**config.mk**
```make
export PLATFORM = sky130hd
export DESIGN_NAME = alu_exec_unit
export DESIGN_NICKNAME = d
export VERILOG_FILES = /design/src/rtl/alu_pkg.sv /design/src/rtl/alu_shift_iter.sv /design/src/rtl/alu_exec_unit.sv
export SDC_FILE = /design/constraint.sdc
export NUM_CORES = 1
export LEC_CHECK = 0
export CAP_MARGIN = 20
export CORE_MARGIN = 4
export CORE_UTILIZATION = 50
export CTS_BUF_LIST = sky130_fd_sc_hd__clkbuf_8
export DETAILED_ROUTE_END_ITERATION = 7
export PLACE_DENSITY_LB_ADDON = 0.2
export SLEW_MARGIN = 20
export SYNTH_ARGS = -nofsm -noshare
export SYNTH_HDL_FRONTEND = slang
export SYNTH_SLANG_ARGS = --single-unit
```
**constraint.sdc**
```tcl
create_clock -name clk -period 4.9 [get_ports clk]
set_clock_uncertainty 0.1 [all_clocks]
set_input_delay 1.47 -clock clk [delete_from_list [all_inputs] [get_ports clk]]
set_output_delay 1.47 -clock clk [all_outputs]
set_load 0.01 [all_outputs]
```
**src/rtl/alu_pkg.sv**
```systemverilog
// Shared types for the ALU execute stage: op codes, FSM states, shift classifier
// and the default datapath width.
package alu_pkg;

  localparam int unsigned DATA_WIDTH_DEF = 32;

  typedef enum logic [3:0] {
    OP_AND  = 4'b0000,
    OP_OR   = 4'b0001,
    OP_ADD  = 4'b0010,
    OP_BEQ  = 4'b0011,
    OP_XOR  = 4'b0100,
    OP_BNE  = 4'b0101,
    OP_SUB  = 4'b0110,
    OP_BLT  = 4'b0111,
    OP_SRL  = 4'b1000,
    OP_SRA  = 4'b1001,
    OP_SLL  = 4'b1010,
    OP_BGE  = 4'b1011,
    OP_SLT  = 4'b1100,
    OP_SLTU = 4'b1101,
    OP_BLTU = 4'b1110,
    OP_BGEU = 4'b1111
  } alu_op_e;

  typedef enum logic {
    ST_IDLE  = 1'b0,
    ST_SHIFT = 1'b1
  } alu_state_e;

  function automatic logic is_shift(alu_op_e op);
    return (op == OP_SRL) || (op == OP_SRA) || (op == OP_SLL);
  endfunction

endpackage

```
**src/rtl/alu_shift_iter.sv**
```systemverilog
// Iterative shifter: one bit position per cycle. i_start loads the operand and
// a non-zero shift count; o_done is high during the final step, with o_result
// carrying the value that step produces.
module alu_shift_iter
  import alu_pkg::*;
#(
  parameter int unsigned DATA_WIDTH = DATA_WIDTH_DEF
) (
  input  logic                          clk,
  input  logic                          rst_n,
  input  logic                          i_start,
  input  alu_op_e                       i_op,
  input  logic [DATA_WIDTH-1:0]         i_value,
  input  logic [$clog2(DATA_WIDTH)-1:0] i_shamt,
  output logic                          o_busy,
  output logic                          o_done,
  output logic [DATA_WIDTH-1:0]         o_result
);

  localparam int unsigned SW = $clog2(DATA_WIDTH);

  logic [DATA_WIDTH-1:0] r_value;
  logic [SW-1:0]         r_count;
  alu_op_e               r_op;
  logic [DATA_WIDTH-1:0] w_step;

  // One-bit shift of the working value; SRA replicates the sign bit
  always_comb begin
    case (r_op)
      OP_SRA:  w_step = {r_value[DATA_WIDTH-1], r_value[DATA_WIDTH-1:1]};
      OP_SLL:  w_step = {r_value[DATA_WIDTH-2:0], 1'b0};
      default: w_step = {1'b0, r_value[DATA_WIDTH-1:1]};
    endcase
  end

  // Operand/count load on start, then shift and count down until zero
  always_ff @(posedge clk or negedge rst_n) begin
    if (!rst_n) begin
      r_value <= '0;
      r_count <= '0;
      r_op    <= OP_SRL;
    end else if (i_start) begin
      r_value <= i_value;
      r_count <= i_shamt;
      r_op    <= i_op;
    end else if (r_count != '0) begin
      r_value <= w_step;
      r_count <= r_count - 1'b1;
    end
  end

  assign o_busy   = (r_count != '0);
  assign o_done   = (r_count == SW'(1));
  assign o_result = w_step;

endmodule

```
**src/rtl/alu_exec_unit.sv**
```systemverilog
// ALU execute stage with valid/ready on both sides and a registered result.
// Build option: ALU_BARREL_SHIFT_EN selects a single-cycle barrel shifter;
// otherwise shifts by N>0 run iteratively through alu_shift_iter (latency N+1).
module alu_exec_unit
  import alu_pkg::*;
#(
  parameter int unsigned DATA_WIDTH = DATA_WIDTH_DEF
) (
  input  logic                  clk,
  input  logic                  rst_n,
  input  logic                  in_valid,
  output logic                  in_ready,
  input  logic [3:0]            operation,
  input  logic [DATA_WIDTH-1:0] src_a,
  input  logic [DATA_WIDTH-1:0] src_b,
  output logic                  out_valid,
  input  logic                  out_ready,
  output logic [DATA_WIDTH-1:0] result,
  output logic                  zero
);

  localparam int unsigned SW = $clog2(DATA_WIDTH);

  alu_op_e               w_op;
  logic [SW-1:0]         w_shamt;
  logic                  w_accept;
  logic [DATA_WIDTH-1:0] w_alu_res;
  logic [DATA_WIDTH-1:0] w_load_val;
  logic                  w_load;
  logic                  w_valid_nxt;

  logic                  r_out_valid;
  logic [DATA_WIDTH-1:0] r_result;
  logic                  r_zero;

  assign w_op     = alu_op_e'(operation);
  assign w_shamt  = src_b[SW-1:0];
  assign w_accept = in_valid && in_ready;

  // Single-cycle datapath; compares and branches yield the flag in bit 0
  always_comb begin
    w_alu_res = '0;
    case (w_op)
      OP_AND:         w_alu_res = src_a & src_b;
      OP_OR:          w_alu_res = src_a | src_b;
      OP_XOR:         w_alu_res = src_a ^ src_b;
      OP_ADD:         w_alu_res = src_a + src_b;
      OP_SUB:         w_alu_res = src_a - src_b;
      OP_BEQ:         w_alu_res[0] = (src_a == src_b);
      OP_BNE:         w_alu_res[0] = (src_a != src_b);
      OP_BLT, OP_SLT: w_alu_res[0] = ($signed(src_a) < $signed(src_b));
      OP_BGE:         w_alu_res[0] = ($signed(src_a) >= $signed(src_b));
      OP_SLTU,
      OP_BLTU:        w_alu_res[0] = (src_a < src_b);
      OP_BGEU:        w_alu_res[0] = (src_a >= src_b);
`ifdef ALU_BARREL_SHIFT_EN
      OP_SRL:         w_alu_res = src_a >> w_shamt;
      OP_SRA:         w_alu_res = DATA_WIDTH'($signed(src_a) >>> w_shamt);
      OP_SLL:         w_alu_res = src_a << w_shamt;
`else
      // Only reached for a zero shift amount; non-zero amounts go iterative
      OP_SRL, OP_SRA,
      OP_SLL:         w_alu_res = src_a;
`endif
    endcase
  end

`ifdef ALU_BARREL_SHIFT_EN

  assign in_ready = !r_out_valid || out_ready;

  // Every op completes in one cycle: load on accept, else hold until consumed
  always_comb begin
    w_load      = w_accept;
    w_load_val  = w_alu_res;
    w_valid_nxt = w_accept || (r_out_valid && !out_ready);
  end

`else

  alu_state_e            r_state;
  alu_state_e            w_state_nxt;
  logic                  w_sh_start;
  logic                  w_sh_busy;
  logic                  w_sh_done;
  logic [DATA_WIDTH-1:0] w_sh_res;

  alu_shift_iter #(
    .DATA_WIDTH(DATA_WIDTH)
  ) u_shift (
    .clk      (clk),
    .rst_n    (rst_n),
    .i_start  (w_sh_start),
    .i_op     (w_op),
    .i_value  (src_a),
    .i_shamt  (w_shamt),
    .o_busy   (w_sh_busy),
    .o_done   (w_sh_done),
    .o_result (w_sh_res)
  );

  assign in_ready = (r_state == ST_IDLE) && !w_sh_busy && (!r_out_valid || out_ready);

  // FSM state register
  always_ff @(posedge clk or negedge rst_n) begin
    if (!rst_n) r_state <= ST_IDLE;
    else        r_state <= w_state_nxt;
  end

  // Next state, shifter start and result-load control
  always_comb begin
    w_state_nxt = r_state;
    w_sh_start  = 1'b0;
    w_load      = 1'b0;
    w_load_val  = w_alu_res;
    w_valid_nxt = r_out_valid && !out_ready;
    case (r_state)
      ST_IDLE: begin
        if (w_accept) begin
          if (is_shift(w_op) && (w_shamt != '0)) begin
            w_sh_start  = 1'b1;
            w_valid_nxt = 1'b0;
            w_state_nxt = ST_SHIFT;
          end else begin
            w_load      = 1'b1;
            w_valid_nxt = 1'b1;
          end
        end
      end
      ST_SHIFT: begin
        if (w_sh_done) begin
          w_load      = 1'b1;
          w_load_val  = w_sh_res;
          w_valid_nxt = 1'b1;
          w_state_nxt = ST_IDLE;
        end
      end
      default: w_state_nxt = ST_IDLE;
    endcase
  end

`endif

  // Output registers: result and zero flag load together, valid tracks handshake
  always_ff @(posedge clk or negedge rst_n) begin
    if (!rst_n) begin
      r_out_valid <= 1'b0;
      r_result    <= '0;
      r_zero      <= 1'b1;
    end else begin
      r_out_valid <= w_valid_nxt;
      if (w_load) begin
        r_result <= w_load_val;
        r_zero   <= (w_load_val == '0);
      end
    end
  end

  assign out_valid = r_out_valid;
  assign result    = r_result;
  assign zero      = r_zero;

endmodule

```
# Yosys cells after proc, flatten, opt, wreduce, memory -nomap -nowiden
# Cells that the tools add are included.
totals:
  elab_cells: 78
  inputBits: 72
  output_inout_bits: 35
  ff_bits: 76
classes:
  n_addsub: 3
  n_reduce_logical: 19
  n_lt_le_gt_ge: 4
  n_eq_ne: 20
  bitwise_logic: 4
  n_mux: 21
ops:
  columns: ["operator", "count"]
  rows:
  - ["31-bit one-hot mux with 6 select lines", 1]
  - ["32-bit two-way mux", 4]
  - ["32-bit greater-or-equal comparator", 2]
  - ["32-bit < comparator", 2]
  - ["32-bit one-hot mux with 2 select lines", 1]
  - ["4-bit equality test (second input constant)", 10]
  - ["32-bit adder", 1]
  - ["32-bit bitwise AND", 1]
  - ["32-bit equality test", 1]
  - ["32-bit zero test", 1]
  - ["32-bit != test", 1]
  - ["32-bit bitwise OR", 1]
  - ["32-bit subtractor", 1]
  - ["32-bit XOR", 1]
  - ["4-bit by 3-bit equality test with 1-bit output (second input constant)", 4]
  - ["1-bit one-hot mux with 12 select lines", 1]
  - ["5-bit two-way mux", 2]
  - ["5-bit nonzero test", 2]
  - ["1-bit two-way mux", 9]
  - ["4-bit by 2-bit equality test with 1-bit output (second input constant)", 2]
  - ["1-bit one-hot mux with 2 select lines", 3]
  - ["5-bit by 1-bit equality test with 1-bit output (second input constant)", 1]
  - ["1-bit logical AND", 5]
  - ["5-bit by 1-bit subtractor with 5-bit output (second input constant)", 1]
  - ["8 further kinds", 13]

# Depth between registers and ports, before layout
logic_depth:
  word_depth: 8
  depth_mapped: 15
  depth_no_buf: 15

# Hierarchy
# A second synthesis with hierarchy kept.
hier_totals:
  hier_cells: 1398
  area_unflattened_um2: 10543.9
by_module_without_submodules:
  columns: ["module", "area_per_inst_um2", "n_inst", "cells_per_inst", "seq_area_each_um2"]
  rows:
  - ["alu_exec_unit", 7921.3, 1, 1146, 877.1]
  - ["alu_shift_iter", 2622.5, 1, 252, 1027.2]

# Worst setup path after synthesis
# No wires, ideal clock.
synth_path:
  kind: "in2reg"
  start: "input port src_a[0]"
  end: "register r_zero (netlist: zero)"
  cell_stages: 15
  setup_time_ps: 61
  arrival_time_ps: 4828
  t_required_ps: 4739
  n_path_buf: 0
  path_slack_ps: -89
  path_cell_list: "inv_1 ha_1 inv_1 fa_1 nor3b_2 o31ai_2 a21oi_1 a31oi_2 o211ai_1 a2111oi_0 and3b_1 nand4b_1 or4_1 or4_1 nand2_1"
synth_between:
  elab_chain_len: 5
  elab_cells_between_ends: 16
  cone_classes: "2 x add/sub; 4 x order compare; 2 x eq/ne; 4 x mux; 3 x bitwise; 1 x reduce/logical"
synth_lines:
  columns: ["element", "line_no", "source"]
  rows:
  - ["start: declaration", "alu_exec_unit.sv:14", "input logic [DATA_WIDTH-1:0] src_a,"]
  - ["32-bit subtractor (tied with other cells)", "alu_exec_unit.sv:48", "OP_SUB: w_alu_res = src_a - src_b;"]
  - ["1-bit one-hot mux with 12 select lines or 31-bit one-hot mux with 6 select lines (tied branches)", "alu_exec_unit.sv:43", "case (w_op)"]
  - ["32-bit two-way mux", "alu_exec_unit.sv:131", "if (w_sh_done) begin"]
  - ["32-bit two-way mux (*)", "alu_exec_unit.sv:117", "case (r_state)"]
  - ["32-bit zero test (*)", "alu_exec_unit.sv:154", "r_zero <= (w_load_val == '0);"]
  - ["end signal: assignment", "alu_exec_unit.sv:154", null]
  - ["end: declaration", "alu_exec_unit.sv:34", "logic r_zero;"]
# Mark *: on every way between the ends. The rest lies on a longest branch, timed or not.
# A chain may end at the register's enable or synchronous reset.

# Worst setup path in the final report
layout_path:
  start: "input port src_b[18]"
  end: "register r_zero (netlist: zero)"
layout_between:
  elab_chain_len: 5
  elab_cells_between_ends: 16
  cone_classes: "2 x add/sub; 4 x order compare; 2 x eq/ne; 4 x mux; 3 x bitwise; 1 x reduce/logical"
layout_lines:
  columns: ["element", "line_no", "source"]
  rows:
  - ["start: declaration", "alu_exec_unit.sv:15", "input logic [DATA_WIDTH-1:0] src_b,"]
  - ["32-bit subtractor (tied with other cells)", "alu_exec_unit.sv:48", null]
  - ["31-bit one-hot mux with 6 select lines or 1-bit one-hot mux with 12 select lines (tied branches)", "alu_exec_unit.sv:43", null]
  - ["32-bit two-way mux", "alu_exec_unit.sv:131", null]
  - ["32-bit two-way mux (*)", "alu_exec_unit.sv:117", null]
  - ["32-bit zero test (*)", "alu_exec_unit.sv:154", null]
# Marked as above.

==> impl_results.md <==
- Skew-Pair Late Insertion Delay: between 300 and 400 ps
- Die area: between 0.02 and 0.025 mm2
- Detailed router's first-iteration violation count: between 1500 and 2000
- Largest net degree at the start of global routing: between 70 and 80
- Synth cell types: ~110
- Avg WL per Cell: 23.58 um
- Via count: ~14000
- Synthesized flop and latch total: 76
- Post-route setup TNS: -84.83 ps
- Post-Route M1 WL: 19700 um
- Met2 WL: 21220 um
- Fmax: roughly 0.20 GHz
- GRT Total Usage: 0.4220
- First-pass GRT wire length: ~74000 um
- DP HPWL: 38280 um
- Ant diodes: 0
- Dpl cells: 2052
- WP data arrival: 5170 ps
- Final Wtd Congestion: 1.046
- Share of synthesized registers carrying an async set or reset: 1.000
- Fraction of final layout cells sized beyond drive strength 1: 0.4013
- Rows: 52
- Area after DPL: 0.01448 mm2
- Fin Hold WS: ~380 ps
- Final Max Slew Viols: 0
- Die Ht: ~150 um
- IO buf count: 106
- Seq/Total Area, Yosys: 0.1856
- CTS clk-pin slew, worst paths: approximately 70 ps
- Initial core utilization: 0.5070
- RSZ-0062 raised after global routing: yes
- Synth-to-layout area growth: 58.89%
- Failing checks: setup timing
- Root Driver: clkbuf_8
- CP endpoint kind: flip-flop
- Syn Inst Count: 1345
- Syn avg cell area: around 7.6 um2
- CP bufs+invs: 5
- Main flop type after synthesis: dfrtp_1
- Core region area: roughly 0.020 mm2
- Ys Warns: 0
- Met3 routed WL: about 7100 um
- Slew at the pin with the worst max-slew slack: about 920 ps
- CTS tree: yes
- Layout Cells excl Fill: 2119
- Post-route design area: around 0.016 mm2
- Outcome: finished with violations
- Final Power: roughly 4200 uW
- Post-route ant nets: 0
- H-Tree Depth: 3
- Mapped cell area: between 0.01 and 0.015 mm2
- Max clock buf depth: 2
- Final Routed Wirelength: about 50000 um
- Cells along the critical path: clkdlybuf4s50_1 -> inv_2 -> ha_4 -> buf_6 -> nand2_1 -> buf_4 -> nor2_1 -> buf_4 -> and3b_1 -> o2bb2ai_1 -> a21boi_0 -> nand3_1 -> o21ai_0 -> o31a_1 -> a2111o_1 -> or4_1 -> nand2_1
- Top-area cell type share of the netlist area: 0.1805
- Via-to-Cell Ratio: around 6.5
- CTS Buf Count: 9
- Number of flops mapped to enable cells by yosys: 0
- Crit Path Category: input port to flip-flop
- Syn Nets: roughly 1500
- Power per cell area: ~260 mW/mm2
- Pre-antenna DRT Iters: 8
- Fin worst setup slack: -84.83 ps
- Minimum clock period: approximately 5000 ps
- Max VDD drop: between 0.00015 and 0.0002 V
- Fin crit share: 1.017
- CP max stage delay: ~510 ps
- Max cap viols: 0
- Sink Count: 76
- Dominant cell type by area after synthesis: dfrtp_1
- Dominant cells by area after synthesis: dfrtp_1 (18%), ha_1 (12%), nor2_1 (5.2%)
- Nets: about 2000
- Delay-heaviest family, CP: compound AO/OA/AOI/OAI gates
- Final hold vios: 0
- Top Metal Used: met4
- Initial antenna violation count: 0
- Global route overflow: 0
- Die W: ~150 um
- Max FO, Critical Path: 10
- HP Class: flip-flop to flip-flop
- CP required: 5090 ps
- Leakage Power: 0.007398 uW
- I/O pins: between 100 and 150
- Max stage delay cell, worst path: clkdlybuf4s50_1
- Vias in the first global route: approximately 13000
- Critical path startpoint category: input port
- Final setup violation count: 1
- Worst slew margin: 0.3842
- # DRC: 0
[placed cells by master, fill, tap and decap left out, types with 31 or more instances in the layout]
master             n
a21oi_1           64
a221o_1           35
buf_4            454
clkdlybuf4s50_1   62
dfrtp_1           74
dlygate4sd2_1     34
ha_1              59
ha_4              31
inv_1             65
inv_2             34
mux2i_1           40
nand2_1          133
nor2_1           135
o21ai_0           38
[logic make-up after synthesis]
| logic type | count (synthesis) | share of synthesized area |
|---|---|---|
| and+or+nand+nor | 477 | 0.2277 |
| DFF | 76 | 0.1856 |
| AOI/OAI and AO/OA | 433 | 0.3163 |
| adders and majority gates | 101 | 0.1246 |
| buffers and inverters | 194 | 0.08257 |
| muxes | 49 | 0.05037 |
| xor gates and xnor gates | 15 | 0.01281 |
[stage by stage]
stage          worst slack, ps    util
6_report                -84.83  0.8055
5_1_grt                 -211.4  0.8055
4_1_cts                  2.379  0.7938
3_5_place_dp            -976.0  0.7156
3_3_place_gp            -917.0  0.7155
2_1_floorplan            17.51       -
[registers in the layout (all words and copies together), names as in the netlist]
name	cells
r_state	1
result	32
u_shift.r_value	32
u_shift.r_op	4
out_valid	1
zero	1
u_shift.r_count	5
[where the power goes]
group          switching, uW  leakage, uW  internal, uW
Sequential               193     0.000989           865
Combinational           1420      0.00630          1290
Clock                    219     0.000110           242
[layer usage]
layer	vias to the layer above	track usage
met2	1010	0.6388
met1	6514	0.5638
met4	0	0.1346
met5	-	0
met3	193	0.1454
li1	6020	-
[area by class of cell]
| type | instances | area [um2] |
|---|---|---|
| fill | 1401 | 3935 |
| sequential | 76 | 1904 |
| multi-input combinational | 1075 | 8756 |
| inverter | 98 | 374.1 |
| tap | 270 | 337.8 |
| timing repair buffer | 584 | 4738 |
| clock inverter | 6 | 51.30 |
| clock buffer | 10 | 137.6 |
[tightest hold or removal path: stages (launching register included)]
cell	delay, ps
dfrtp_1	350
nand2_1	60
nand2_1	50
[what timing repair did]
action                     CTS  global route
pin swaps                   93            26
setup endpoints to repair    3             1
resized for setup          295            37
cloned                       1             0
buffers inserted            40            10
hold buffers                 0             0
[path summary, 6_finish.rpt]
kind,startpoint,end,slack [ps],depth (start not counted)
setup / recovery,src_b[18],zero$_DFFE_PN1P_,-80,17
hold / removal,result[26]$_DFFE_PN0P_,result[26]$_DFFE_PN0P_,380,2
setup reg to reg,u_shift.r_count[2]$_DFFE_PN0P_,zero$_DFFE_PN1P_,690,11
hold reg to reg,result[26]$_DFFE_PN0P_,result[26]$_DFFE_PN0P_,380,2
max in group asynchronous,rst_n,u_shift.r_op[1]$_DFFE_PN0P_,2940,1
min in group asynchronous,rst_n,u_shift.r_count[3]$_DFFE_PN0P_,1130,1
[cells in the mapped netlist, drive strengths merged, types with 12 or more instances]
master  instances
mux2i          40
inv            98
o21ai          52
a211oi         21
nand2b         13
a211o          12
nand3          25
o31ai          15
ha             99
nor4           20
nor2b          15
buf            49
nand2         138
nor2          141
a22oi          14
nor3           34
a21o           20
xnor2          12
a221oi         20
dfrtp          74
clkbuf         47
o211ai         20
nand4          13
o22ai          17
a221o          35
a21oi          87
o221ai         13
a31oi          14
Note: power is estimated with default switching activity, not from simulation.
